$ cat src/rtl/bv2_scl_pipe_pkg.sv
// Shared GF(2^2) scaler types and the per-share linear map
// used by bv2_scl_pipe and other normal-basis scalers.
package bv2_scl_pipe_pkg;

  localparam int BV2_W = 2;

  typedef logic [BV2_W-1:0] bv2_t;

  typedef enum logic [2:0] {
    SCL_ONE      = 3'd0,
    SCL_OMEGA    = 3'd1,
    SCL_SIGMA    = 3'd2,
    SCL_SQUARE   = 3'd3,
    SCL_SQ_SIGMA = 3'd4
  } scl_op_t;

  // Unknown codes fall back to identity.
  function automatic bv2_t bv2_scl_op(
    bv2_t    a,
    scl_op_t op
  );
    bv2_t b;
    case (op)
      SCL_OMEGA:    b = {a[0] ^ a[1], a[1]};
      SCL_SIGMA:    b = {a[0], a[0] ^ a[1]};
      SCL_SQUARE:   b = {a[0], a[1]};
      SCL_SQ_SIGMA: b = {a[1], a[0] ^ a[1]};
      default:      b = a;
    endcase
    return b;
  endfunction

endpackage

$ cat src/rtl/bv2_scl_stage.sv
// One elastic valid/ready register slice.
// Ports: clock, reset, in_valid/out_ready, out_valid/in_ready, in_dat/out_dat.
module bv2_scl_stage #(
  parameter int W = 4
) (
  input  logic         clock,
  input  logic         reset,
  input  logic         in_valid,
  output logic         out_ready,
  output logic         out_valid,
  input  logic         in_ready,
  input  logic [W-1:0] in_dat,
  output logic [W-1:0] out_dat
);

  logic adv;

  assign adv       = !out_valid | in_ready;
  assign out_ready = adv;

  always_ff @(posedge clock or posedge reset) begin
    if (reset) begin
      out_valid <= 1'b0;
      out_dat   <= '0;
    end else if (adv) begin
      out_valid <= in_valid;
      out_dat   <= in_dat;
    end
  end

endmodule

$ cat src/rtl/bv2_scl_pipe.sv
// Share-wise GF(2^2) linear map followed by NUM_STAGES elastic slices.
// Ports: in_a/in_op/in_valid/out_ready in, out_b/out_valid/in_ready out, out_busy.
module bv2_scl_pipe #(
  parameter int NUM_SHARES = 2,
  parameter int NUM_STAGES = 1
) (
  input  logic                    in_clock,
  input  logic                    in_reset,
  input  logic [NUM_SHARES*2-1:0] in_a,
  input  logic [2:0]              in_op,
  input  logic                    in_valid,
  output logic                    out_ready,
  output logic [NUM_SHARES*2-1:0] out_b,
  output logic                    out_valid,
  input  logic                    in_ready,
  output logic                    out_busy
);

  import bv2_scl_pipe_pkg::*;

  localparam int W = NUM_SHARES * BV2_W;

  logic         vld_c [NUM_STAGES+1];
  logic         rdy_c [NUM_STAGES+1];
  logic [W-1:0] dat_c [NUM_STAGES+1];

  // Each share is mapped on its own; shares never meet.
  always_comb begin
    dat_c[0] = '0;
    for (int i = 0; i < NUM_SHARES; i++) begin
      dat_c[0][2*i +: 2] = bv2_scl_op(in_a[2*i +: 2], scl_op_t'(in_op));
    end
  end

  assign vld_c[0]          = in_valid;
  assign rdy_c[NUM_STAGES] = in_ready;

  for (genvar k = 0; k < NUM_STAGES; k++) begin : g_stage
    bv2_scl_stage #(
      .W (W)
    ) u_stage (
      .clock     (in_clock),
      .reset     (in_reset),
      .in_valid  (vld_c[k]),
      .out_ready (rdy_c[k]),
      .out_valid (vld_c[k+1]),
      .in_ready  (rdy_c[k+1]),
      .in_dat    (dat_c[k]),
      .out_dat   (dat_c[k+1])
    );
  end

  assign out_ready = rdy_c[0];
  assign out_valid = vld_c[NUM_STAGES];
  assign out_b     = dat_c[NUM_STAGES];

  always_comb begin
    out_busy = 1'b0;
    for (int k = 1; k <= NUM_STAGES; k++) begin
      out_busy = out_busy | vld_c[k];
    end
  end

endmodule

$ cat config.mk
export PLATFORM = sky130hd
export DESIGN_NAME = bv2_scl_pipe
export DESIGN_NICKNAME = d
export VERILOG_FILES = /design/src/rtl/bv2_scl_pipe_pkg.sv /design/src/rtl/bv2_scl_stage.sv /design/src/rtl/bv2_scl_pipe.sv
export SDC_FILE = /design/constraint.sdc
export NUM_CORES = 1
export LEC_CHECK = 0
export CORE_AREA = 2 2 39 41
export CTS_CLUSTER_SIZE = 14
export DETAILED_ROUTE_END_ITERATION = 7
export DIE_AREA = 0 0 41 43
export REMOVE_ABC_BUFFERS = 1
export SYNTH_ARGS = -nofsm -noshare
export SYNTH_HDL_FRONTEND = slang
export SYNTH_SLANG_ARGS = --single-unit
$ cat constraint.sdc
create_clock -name in_clock -period 1.3 [get_ports in_clock]
set_input_delay 0.13 -clock in_clock [delete_from_list [all_inputs] [get_ports in_clock]]
set_output_delay 0.13 -clock in_clock [all_outputs]
set_load 0.02 [all_outputs]
### Yosys cells after proc, flatten, opt, wreduce, memory -nomap -nowiden

Cells that the tools add are included.

* flip-flop bits (word level): 5
* RAM bits: 0
* memories: 0
* bits in latches: 0
* output and inout bits: 7
* bits in read-only memories: 0

* equality and inequality tests: 4
* div/mod/pow operators: 0
* shifts and indexed selects: 0
* $add $sub $neg: 0
* muxes and demuxes: 2
* magnitude comparators: 0
* multipliers: 0
* reductions and logical operators: 1
* bitwise gates (word level): 3

Operators with widths (count)
* $pmux 2 s4: 2
* $eq 3x2->1 const B: 2
* $eq 3x1->1 const B: 1
* $eq 3x3->1 const B: 1
* $xor 1x1->1: 2
* $logic_not 1->1: 1
* $or 1x1->1: 1

### Depth between registers and ports, before layout

* depth in word-level cells: 2
* mapped depth: 5
* gate-level depth less buffers: 5

### Modules after synthesis

From an unflattened synthesis, not the netlist that was laid out.

* cells, all modules: 45
* area, all modules: 449.2 µm²

By module, submodules not included
* bv2_scl_pipe: area each 227.7 µm², cells an instance 32, seq. area each 0.0 µm², instances 1
* bv2_scl_stage: area each 221.5 µm², cells an instance 13, seq. area each 125.1 µm², instances 1

### Worst setup path before layout

OpenSTA, ideal clock, no wires.

* path kind: register to register
* start: register g_stage[0].u_stage.out_valid
* end: register g_stage[0].u_stage.out_dat[2]
* setup time: 0.123 ns
* required time: 1.177 ns
* cell stages (with the launch flop): 6
* slack: -0.049 ns
* arrival: 1.227 ns
* cells stage by stage: dfrtp_1 > nor2b_1 > inv_1 > o21ai_0 > a221oi_2 > nor2_1

* cells in the longest elaborated chain, start to end: 2

Ends and longest elaborated chain
* from (decl): RTL line bv2_scl_stage.sv:10 `output logic out_valid,`
* from (signal assigned): RTL line bv2_scl_stage.sv:26 `out_valid <= in_valid;`
* $logic_not 1->1: RTL line bv2_scl_stage.sv:18 `assign adv = !out_valid | in_ready;`
* $or 1x1->1: RTL line bv2_scl_stage.sv:18
* net out_ready: RTL line bv2_scl_pipe.sv:12 `output logic out_ready,`
* to (signal assigned): RTL line bv2_scl_stage.sv:27 `out_dat <= in_dat;`
* to (decl): RTL line bv2_scl_stage.sv:13 `output logic [W-1:0] out_dat`

The timed path passes the listed nets, and every way through them passes these cells.
A chain may end at the register's enable or synchronous reset.

### Worst setup path after layout

* start: input port in_op[0]
* end: register g_stage[0].u_stage.out_dat[2]

* cells in the longest elaborated chain, start to end: 2
* elaborated cells on any way between the ends: 5
* those cells by class: 4 x eq/ne; 1 x mux

Ends and longest elaborated chain
* from (decl): RTL line bv2_scl_pipe.sv:10 `input logic [2:0] in_op,`
* $eq 3x3->1, or another cell as far along: RTL line bv2_scl_pipe_pkg.sv:23 `case (op)`
* $pmux 2 s4 (*): RTL line bv2_scl_pipe_pkg.sv:23

Mark *: on every way between the ends. The rest lies on a longest branch, timed or not.

==> qor.yml <==
clocking:
  insertion_delay_ns: 0.23
  cts_htree_levels: 1
  clock_sinks: 5
  ctsRootBufferMaster: "clkbuf_4"
  tritoncts: "done"
  clkSlewWorstSetupHoldPaths_ns: 0.04
  cts_buffers: 3
  postCtsHoldBufs: 0
  clock_tree.buffer_depth: 2
yosys:
  synth.avg_cell_area_sq_um: 7.83
  ys_dominant_reg_cell: "dfrtp_1"
  synth_largest_area_cell: "dfrtp_1"
  synthCells: 51
  netlist_area_sq_um: 399
  synthDistinctLibCells: 18
  synth_seq_cells: 5
  ys_top_cells_by_area: "dfrtp_1 31%, buf_4 9.4%, nor2b_1 9.4%, a31oi_1 6.3%, nand2_1 5.6%"
  yosys_warnings: 0
  post_synth_edffs: 0
  synth-async-reset-ratio: 1.00
  synthDominantCellAreaShare: 0.313
  ys_seq_area_frac: 0.313
  synth_commonest_cells: "6 x nand2_1, 6 x nor2_1, 6 x nor2b_1"
detailed_routing:
  route.detailed.vias_per_inst: 4.75
  drc: 0
  drt_wl_total_um: 985
  first_iter_violations: 3
  via_count: 442
  drtPass1Iterations: 4
  routed_wire_length_per_instance_um: 10.6
  antenna_left: 0
power:
  power.density_nw_per_um2: 853
  power.share.clock: 0.308
  sw_frac_of_total: 0.293
  irDropWorstVdd_mv: 0.298
  p_comb_frac: 0.362
  cellInternalPower_w: 0.000392
  post-layout-total-power_w: 0.000555
  power_leakage_nw: 0.303
  switchingPower_w: 0.000163
  seq_power_share: 0.330
setup_path:
  critical_path_class: "in2reg"
  r2r_setup_slack_ns: 0.16
  crit_path_max_fanout: 3
  critical_path_arrival_ns: 1.31
  critical_path.startpoint: "in_op[0]"
  timing.critical_path.required_ns: 1.42
  r2r_start: "g_stage[0].u_stage.out_valid"
  setup.worst_path.end_class: "flip-flop"
  critPathLaunchType: "input port"
sta:
  skew_ns: 0.00239
  hold_viol_final: 0
  timing.final.setup_violations: 0
  sum_of_negative_setup_slack_ns: 0
  hold-worst-slack_ns: 0.0926
  fmax_mhz: 839
  post_route_clock_period_utilization: 0.917
  number_of_pins_exceeding_their_max_slew_limit_in_the_final_report: 0
  timing_worst_slew_pin_value_ns: 0.268
  post-route-min-period_ns: 1.19
  rsz0062_at_grt: "no"
  worst_relative_slew_slack: 0.820
  finalWorstSetupSlack_ns: 0.108
placed_design:
  dpl_worst_slack_ns: -0.207
  port_buffers: 17
  dp_hpwl_um: 803
  placement.cell_area_sq_um: 629
  gpl.final_weighted_congestion: 0.829
die:
  row_count: 14
  die-width_um: 41
  initial_utilization: 0.288
  dieHeight_um: 43
  die_area_sq_um: 1760
  boundaryPins: 18
  core_area_sq_um: 1380
grt:
  grt_pass1_wl_um: 1690
  track_usage: 0.140
  via_count_of_the_first_global_routing_pass: 442
  grt_start_max_net_pins: 10
  grt_antenna_before_repair: 0
  overflow: 0
worst_hold_path:
  hold_class: "in2async"
run:
  cap_viol_max_count: 0
finish:
  synthToLayoutAreaGrowth_pct: 63.0
  diodes_inserted: 0
  layout-drive-gt1-share: 0.234
  layout.filler_cells: 147
  final_design_area_no_fill_sq_um: 651
  nets: 89
status:
  status: "finished clean"
registers in the layout, summed over array words and instances (netlist names):
signal and count:
g_stage.u_stage.out_valid 1, g_stage.u_stage.out_dat 4
final cells by class:
class	instances	area [sq um]	area share
Tap cell	16	20.0	0.0308
Clock buffer	4	26.3	0.0404
Inverter	3	11.3	0.0173
Multi-Input combinational cell	37	223	0.342
Sequential cell	5	125	0.192
Timing Repair Buffer	28	245	0.377
power by group through the flow:
stage | Combinational, W | Sequential, W | Clock, W
floorplan | 0.0000620 | 0.000213 | 0
global placement | 0.000217 | 0.000186 | 0
detailed placement | 0.000218 | 0.000187 | 0
CTS | 0.000203 | 0.000184 | 0.000180
global route | 0.000223 | 0.000186 | 0.000186
finish | 0.000201 | 0.000183 | 0.000171
metal layers:
layer  global-route usage  share of wire
met1                0.155           0.43
met2                0.238           0.50
met3               0.0157          0.072
met4               0.0800              0
met5                    0              0
stage by stage:
stage           util  std cells
4_1_cts        0.467         93
5_1_grt        0.470         93
2_1_floorplan      -         45
6_report       0.470         93
3_5_place_dp   0.455         89
3_3_place_gp   0.455         89
critical path: stages:
cell and delay (ns):
clkdlybuf4s50_1 0.49, nor2_2 0.06, a221o_1 0.35, a221oi_2 0.21, nor2_1 0.06
cells by family (layout without fill, tap and decap cells):
group,after synthesis,count (layout),synth area share
and+or+nand+nor,21,21,0.257
AOI/OAI and AO/OA,16,16,0.295
buffers and inverters,9,35,0.135
DFF,5,5,0.313
repair_timing:
| item | CTS | global route |
|---|---|---|
| endpoints found under the setup margin | 7 | 3 |
| buffers inserted | 0 | 0 |
| gates resized for setup | 7 | 6 |
| gates cloned | 0 | 0 |
final timing paths:
kind,depth (start not counted),to
setup / recovery,5,g_stage[0].u_stage.out_dat[2]
hold / removal,2,g_stage[0].u_stage.out_dat[3]
setup reg to reg,6,g_stage[0].u_stage.out_dat[2]
hold reg to reg,2,g_stage[0].u_stage.out_dat[1]
max in group asynchronous,2,g_stage[0].u_stage.out_dat[1]
min in group in_clock,4,g_stage[0].u_stage.out_dat[2]
cell usage in the layout (no fill, tap or decap), types with 2 or more instances in the layout:
master / n
nor2_1: 6
dfrtp_1: 5
clkbuf_4: 3
nand2_1: 6
a21oi_1: 3
o31ai_1: 2
dlygate4sd2_1: 6
nor2b_1: 5
a221o_1: 2
inv_1: 3
a31oi_1: 4
buf_4: 11
dlymetal6s2s_1: 2
clkdlybuf4s50_1: 8
(Power assumes the default switching activity.)
